### src/rtl/roulette_spin_animator.sv
// rtl/roulette_spin_animator.sv - roulette ball position animator with full-speed laps and a one-lap deceleration
//
// Ports:
//   clock       in   rising-edge clock
//   reset       in   asynchronous active-low reset
//   spin_start  in   one-cycle spin request (ignored while busy)
//   target [6]  in   winning pocket, sampled when a start is accepted
//   pos    [6]  out  current ball position, feeds led_decoder
//   busy        out  high while spinning or decelerating
//   done        out  one-cycle pulse on the landing edge
//   bad_target  out  one-cycle pulse when a start is rejected (target >= NUM_POS)

module roulette_spin_animator #(
    parameter int unsigned NUM_POS   = 38,
    parameter int unsigned FAST_DIV  = 500000,
    parameter int unsigned SLOW_STEP = 50000,
    parameter int unsigned MIN_LAPS  = 3
) (
    input  logic       clock,
    input  logic       reset,
    input  logic       spin_start,
    input  logic [5:0] target,
    output logic [5:0] pos,
    output logic       busy,
    output logic       done,
    output logic       bad_target
);

    typedef enum logic [1:0] {
        IDLE  = 2'd0,
        SPIN  = 2'd1,
        DECEL = 2'd2
    } state_t;

    localparam logic [5:0]  LAST_POS  = 6'(NUM_POS - 1);
    localparam logic [6:0]  NUM_POS_W = 7'(NUM_POS);
    localparam int unsigned LAP_STEPS = MIN_LAPS * NUM_POS;
    localparam logic [31:0] FAST_W    = 32'(FAST_DIV);
    localparam logic [31:0] SLOW_W    = 32'(SLOW_STEP);

    state_t      state, state_n;
    logic [5:0]  pos_n;
    logic [5:0]  tgt, tgt_n;
    logic [31:0] per, per_n;
    logic [31:0] div, div_n;
    logic [15:0] steps, steps_n;
    logic [6:0]  k, k_n;
    logic        done_n;
    logic        bad_n;

    // Helper values for the stepping datapath.
    logic        step_edge;
    logic [5:0]  pos_inc;
    logic [15:0] steps_inc;
    logic [6:0]  k_inc;
    logic        target_ok;

    always_comb begin
        step_edge = (div == per - 32'd1);
        pos_inc   = (pos == LAST_POS) ? 6'd0 : pos + 6'd1;
        // Saturate so a very long SPIN can never wrap below the lap threshold.
        steps_inc = (steps == 16'hFFFF) ? steps : steps + 16'd1;
        k_inc     = k + 7'd1;
        target_ok = ({1'b0, target} < NUM_POS_W);
    end

    always_ff @(posedge clock or negedge reset) begin
        if (!reset) begin
            state      <= IDLE;
            pos        <= 6'd0;
            tgt        <= 6'd0;
            per        <= 32'd0;
            div        <= 32'd0;
            steps      <= 16'd0;
            k          <= 7'd0;
            done       <= 1'b0;
            bad_target <= 1'b0;
        end else begin
            state      <= state_n;
            pos        <= pos_n;
            tgt        <= tgt_n;
            per        <= per_n;
            div        <= div_n;
            steps      <= steps_n;
            k          <= k_n;
            done       <= done_n;
            bad_target <= bad_n;
        end
    end

    always_comb begin
        state_n = state;
        pos_n   = pos;
        tgt_n   = tgt;
        per_n   = per;
        div_n   = div;
        steps_n = steps;
        k_n     = k;
        done_n  = 1'b0;
        bad_n   = 1'b0;

        case (state)
            IDLE: begin
                if (spin_start) begin
                    if (target_ok) begin
                        // pos is kept: the new spin starts from the last landing pocket.
                        tgt_n   = target;
                        per_n   = FAST_W;
                        div_n   = 32'd0;
                        steps_n = 16'd0;
                        k_n     = 7'd0;
                        state_n = SPIN;
                    end else begin
                        bad_n = 1'b1;
                    end
                end
            end

            SPIN: begin
                if (step_edge) begin
                    div_n   = 32'd0;
                    pos_n   = pos_inc;
                    steps_n = steps_inc;
                    // Exit decision uses the values produced by this very step.
                    if ((32'(steps_inc) >= LAP_STEPS) && (pos_inc == tgt)) begin
                        state_n = DECEL;
                        per_n   = FAST_W + SLOW_W;
                        k_n     = 7'd0;
                    end
                end else begin
                    div_n = div + 32'd1;
                end
            end

            DECEL: begin
                if (step_edge) begin
                    div_n = 32'd0;
                    pos_n = pos_inc;
                    steps_n = steps_inc;
                    k_n   = k_inc;
                    per_n = per + SLOW_W;
                    // After exactly one lap from tgt the ball is back on tgt.
                    if (k_inc == NUM_POS_W) begin
                        done_n  = 1'b1;
                        state_n = IDLE;
                    end
                end else begin
                    div_n = div + 32'd1;
                end
            end

            default: begin
                state_n = IDLE;
            end
        endcase
    end

    assign busy = (state != IDLE);

endmodule

### config.mk
export PLATFORM = sky130hd
export DESIGN_NAME = roulette_spin_animator
export DESIGN_NICKNAME = d
export VERILOG_FILES = /design/src/rtl/roulette_spin_animator.sv
export SDC_FILE = /design/constraint.sdc
export NUM_CORES = 1
export LEC_CHECK = 0
export CAP_MARGIN = 20
export CORE_MARGIN = 8
export CORE_UTILIZATION = 43
export CTS_BUF_LIST = sky130_fd_sc_hd__clkbuf_4
export DETAILED_ROUTE_END_ITERATION = 12
export HOLD_SLACK_MARGIN = 0.12
export PLACE_DENSITY = 0.69
export SKIP_LAST_GASP = 1
export SLEW_MARGIN = 20
export SYNTH_ARGS = -nofsm -noshare
export SYNTH_HDL_FRONTEND = slang
export SYNTH_SLANG_ARGS = --single-unit
### constraint.sdc
create_clock -name clock -period 4.35 [get_ports clock]
set_input_delay 0.87 -clock clock [delete_from_list [all_inputs] [get_ports clock]]
set_output_delay 0.87 -clock clock [all_outputs]
set_load 0.05 [all_outputs]
==> results, run 1 <==
- The flow ran to the end, and the final reports show no timing, DRC or antenna violations.
- The number of clock sinks seen by CTS is 99.
- The synthesized cell area is between 0.007 and 0.008 mm².
- Setup repair after global routing left no endpoint under its margin.
- The share of total power dissipated in the clock network is 0.155.
- The number of distinct library cells after synthesis is 70.
- The sequential standard cell area is 0.002477 mm².
- The worst-case vdd ir drop is about 0.00028 V.
- The number of global-route vias before repair is 6524.
- The largest net degree at the start of global routing is 64.
- The final critical path time including I/O delays and setup is between 4000 and 5000 ps.
- The primary flip-flop cell chosen by synthesis mapping is dfrtp_1.
- The final weighted congestion of routability-driven global placement is between 0.9 and 1.
- The kind of path behind the tightest hold check is input pin to asynchronous set/reset pin.
- Buffers inserted to repair hold after CTS numbered 0.
- Traced cell by cell, the critical path runs through or4_1, nor4_4, nand4_1, a21oi_1, o221ai_1, nor4_4, buf_4, o21ai_1, a221o_1.
- After synthesis, the share of cell area in mux cells is 0.02287.
- The share of total power in sequential cells is 0.361.
- Clock-pin slew was measured on the worst setup and hold paths at 190 ps.
- The max-cap violation count is 0.
- The final worst clock skew is approximately 28 ps.
- The finished cells cover 0.007854 mm².
- The synthesized design contains 99 register bits.
- The number of detailed-route iterations in the first pass is 5.
- The final routed wire length divided by cell count is about 17 µm.
- During I/O placement, the number of pins put on the boundary was 18.
- The die is 147.0 µm tall.
- The final routed DRC violation total is 0.
- The dominant combinational cell family by area after synthesis is simple AND/OR/NAND/NOR gates.
- The count of final hold-check violations is 0.
- For this run, the total global-route usage over all layers was measured as 0.1834.
- The wire length of the first global-routing pass is 33350 µm.
- The total negative slack for setup checks is 0 ps.
- CTS placed an instance of clkbuf_4 at the clock tree root.
- The critical path is of the flop to flop type.
- The total setup buffers inserted after CTS is 0.
- The combined buffer and inverter count along the critical path is 1.
- The worst setup path is launched from a flop.
- In this run, the number of DRC markers left after iteration 0 of detailed routing was just over 400.
- The post-synthesis share of cell area spent on and, or, nand and nor gates is 0.3043.
- The width of the die is 147.0 µm.
- In this run, CTS created clock tree buffers numbering 9.
- The core region is approximately 0.017 mm².
- The count of antenna-violating nets left after detailed routing is 0.
- Counting flops with an async set or reset pin after synthesis yields a share of 1.000.
- The final-layout fill cell count is about 1800.
- The max-slew violation count is 0.
- The highest attainable clock frequency is ~0.25 GHz.
- Measured against its own limit, the worst slew margin works out to 0.3698.
- Of the total synthesized cell area, the portion taken by full adders, half adders and majority gates is 0.01864.
- After the last flow step, the layout net total stands at between 900 and 1000.
- The clock tree synthesis step divided the H-tree into 3 levels.
- The remaining global-route overflow is 0.
- The critical path's largest stage delay is approximately 660 ps.
- The switching power share of the total is 0.4753.
- In the final layout, the multi-input gates occupy ~0.0045 mm².
- The area growth from synthesis to layout is 6.354%.
- The measured slew at the worst slew-check pin is 939.0 ps.
- The share of the Yosys chip area taken by registers is 0.3355.
- The internal power of the cells totals approximately 1.6 mW.
- Setup violations remaining at the end of the flow were counted as 0.
- The vias per cell is ~6.1.
- For the worst setup path, the data required time is approximately 4800 ps.
- The Yosys step of the flow raised 0 warnings.
- Power comes to 3.079 mW.
- The number of synthesized flops with an enable pin is 0.
- TritonCTS built the clock tree.
- The tightest hold path in the finished design has a slack of around 430 ps.
- The final routed wirelength across all metal layers is about 20000 µm.
- The initial standard-cell utilization of the core is 0.4330.
- Of the total synthesized cell area, the portion taken by XOR and XNOR cells is 0.05219.
- The arrival time of the worst setup path is ~4500 ps.
- The detailed-placement wirelength estimate is approximately 14000 µm.
- Buffers placed on the I/O ports in this run total 17.
- The proportion of layout cells with a drive suffix above 1 is 0.06278.
- The cell row count is 48.
- The detailed router placed between 6000 and 7000 vias in this run.
- In this design, the critical path's most frequently occurring cell is nor4_4.
- The power density of the placed cells is between 300 and 400 mW/mm².
- The cell class contributing the biggest share of worst-path delay is simple AND/OR/NAND/NOR gates.
- The clock latency at the later pin of the worst-skew pair is about 530 ps.
- The initial antenna violation count is 1.
- The synthesized instance count is between 900 and 1000.
- Along the worst path, the maximum fanout reaches 13.
- The analysis attributes to net switching a power of roughly 1.5 mW.
- The period utilization is 0.9347.
- For this design the static power due to leakage is 3.256 nW.
- The net count after synthesis is between 900 and 1000.
- Among all stages on the critical path, the largest delay is contributed by or4_1.
- The worst setup path is captured at a flop.
- Summing all placed instances gives a cell area of between 0.007 and 0.008 mm².
- Of the total power, combinational logic draws 0.484.
- The complex-gate fraction of the synthesized area is 0.2167.
- The area of the die is ~0.022 mm².
- In this run the mean area of a mapped cell was ~8.0 µm².
- The largest buffer count on any clock path is 2.
## flip-flops by register name, indices dropped and copies added, names as in the netlist
signal,cells
done,1
state,2
steps,16
k,7
div,32
pos,6
bad_target,1
tgt,6
per,28
## worst reg2reg max path, stage by stage (launching register included)
cell and delay (ps):
dfrtp_1 550, or4_1 660, nor4_4 480, nand4_1 150
a21oi_1 220, o221ai_1 280, nor4_4 650, buf_4 250
o21ai_1 290, a221o_1 460
## Yosys cell counts (4+ instances only)
master,number,area share
o211ai_1,7,0.0071
nand4_1,23,0.019
mux2_2,7,0.011
o21ai_0,32,0.022
dfrtp_1,99,0.34
o21ai_1,23,0.016
nand3_1,57,0.039
or3_1,16,0.014
o31ai_1,26,0.026
and3_1,40,0.034
mux2i_1,9,0.012
nor2_1,68,0.035
and2_1,11,0.0093
nor3b_1,7,0.0071
clkbuf_1,63,0.032
nor4_1,14,0.012
a21oi_1,53,0.036
a221o_1,11,0.015
xnor2_1,22,0.026
a21o_1,8,0.0081
nand2_1,76,0.039
nand2b_1,7,0.0059
ha_1,11,0.019
a211o_1,4,0.0047
a22o_1,6,0.0071
o41ai_1,4,0.0047
inv_1,25,0.013
nor3_1,45,0.030
or4_1,13,0.013
xor2_1,22,0.026
buf_2,6,0.0041
o2111ai_1,7,0.0083
nor2b_1,13,0.011
nand3b_1,7,0.0071
a31oi_1,24,0.020
## path summary, 6_finish.rpt
kind	slack, ps	from	cells past startpoint	end
max	280	per[10]	9	steps[14]
min	430	reset	1	div[3]
max reg2reg	280	per[10]	9	steps[14]
min reg2reg	540	tgt[5]	1	tgt[5]
max in group asynchronous	3090	reset	2	steps[14]
min in group clock	540	tgt[5]	1	tgt[5]
## layout make-up
class                           instances  area share
Multi-Input combinational cell        730      0.5793
Sequential cell                        99      0.3154
Timing Repair Buffer                   39     0.04238
Tap cell                              225     0.03585
Inverter                               25     0.01195
Clock buffer                            9    0.008603
Clock inverter                          6    0.006213
Antenna cell                            1   0.0003186
## power by group through the flow
stage          sequential (mW)  combinational (mW)  clock [mW]
3_3_place_gp              1.12                1.46           0
6_report                  1.11                1.49       0.478
2_1_floorplan             1.08                1.11           0
3_5_place_dp              1.13                1.47           0
5_1_grt                   1.13                1.65       0.528
4_1_cts                   1.11                1.47       0.495
## stage by stage
step                std cells  setup WS, ps  utilization
global route             1134         28.02       0.4605
floorplan                 924         965.9            -
global placement         1118         428.2       0.4531
finish                   1134         283.9       0.4605
detailed placement       1118         306.4       0.4531
CTS                      1133         304.0       0.4599
## cell usage in the layout, fill, tap and decap left out, types with 11 or more instances in the layout
| cell type | instances |
|---|---|
| inv_1 | 25 |
| o21ai_0 | 32 |
| ha_1 | 11 |
| a221o_1 | 11 |
| or3_1 | 16 |
| nor2_1 | 67 |
| o21ai_1 | 23 |
| nand4_1 | 23 |
| buf_4 | 23 |
| xnor2_1 | 22 |
| a31oi_1 | 24 |
| nor3_1 | 45 |
| or4_1 | 13 |
| xor2_1 | 22 |
| and2_1 | 11 |
| a21oi_1 | 53 |
| nor4_1 | 14 |
| dfrtp_1 | 99 |
| and3_1 | 40 |
| nand3_1 | 57 |
| clkdlybuf4s50_1 | 16 |
| nor2b_1 | 13 |
| nand2_1 | 76 |
| o31ai_1 | 26 |
## cell families (layout without fill, tap and decap cells)
| logic type | count (synthesis) | after routing |
|---|---|---|
| AND/OR/NAND/NOR | 418 | 418 |
| AO/OA/AOI/OAI | 241 | 241 |
| flip-flops | 99 | 99 |
| buffers and inverters | 95 | 79 |
| XOR/XNOR | 44 | 44 |
| multiplexers | 16 | 16 |
| adder cells (fa/ha/maj) | 11 | 11 |
| other | 0 | 1 |
## layer usage
| layer | track usage | up-vias | routed length (µm) |
|---|---|---|---|
| li1 | - | 3414 | - |
| met1 | 0.2419 | 3321 | 9125 |
| met2 | 0.2940 | 208 | 9036 |
| met3 | 0.04368 | 23 | 1121 |
| met4 | 0.04997 | 0 | 268 |
| met5 | 0 | - | 0 |
## repair_timing
item / 4_1_cts / 5_1_grt
endpoints found under the setup margin: 0 / 4
hold endpoints to repair: 0 / 0
gates resized for setup: 0 / 2
No activity file was read; power rests on OpenSTA's default activity.
==> run 2: changes to the inputs <==
==> constraint.sdc (replaced) <==
create_clock -name clock -period 4.35 [get_ports clock]
set_input_delay 0.87 -clock clock [delete_from_list [all_inputs] [get_ports clock]]
set_output_delay 0.87 -clock clock [all_outputs]
set_load 0.02 [all_outputs]
==> results of run 2 <==
The final DEF is identical to that of run 1. Status: complete, no violations.
Among the figures that moved: total power 3.079 mW -> 3.063 mW; worst IR drop on VDD 0.0002787 V -> 0.0002786 V
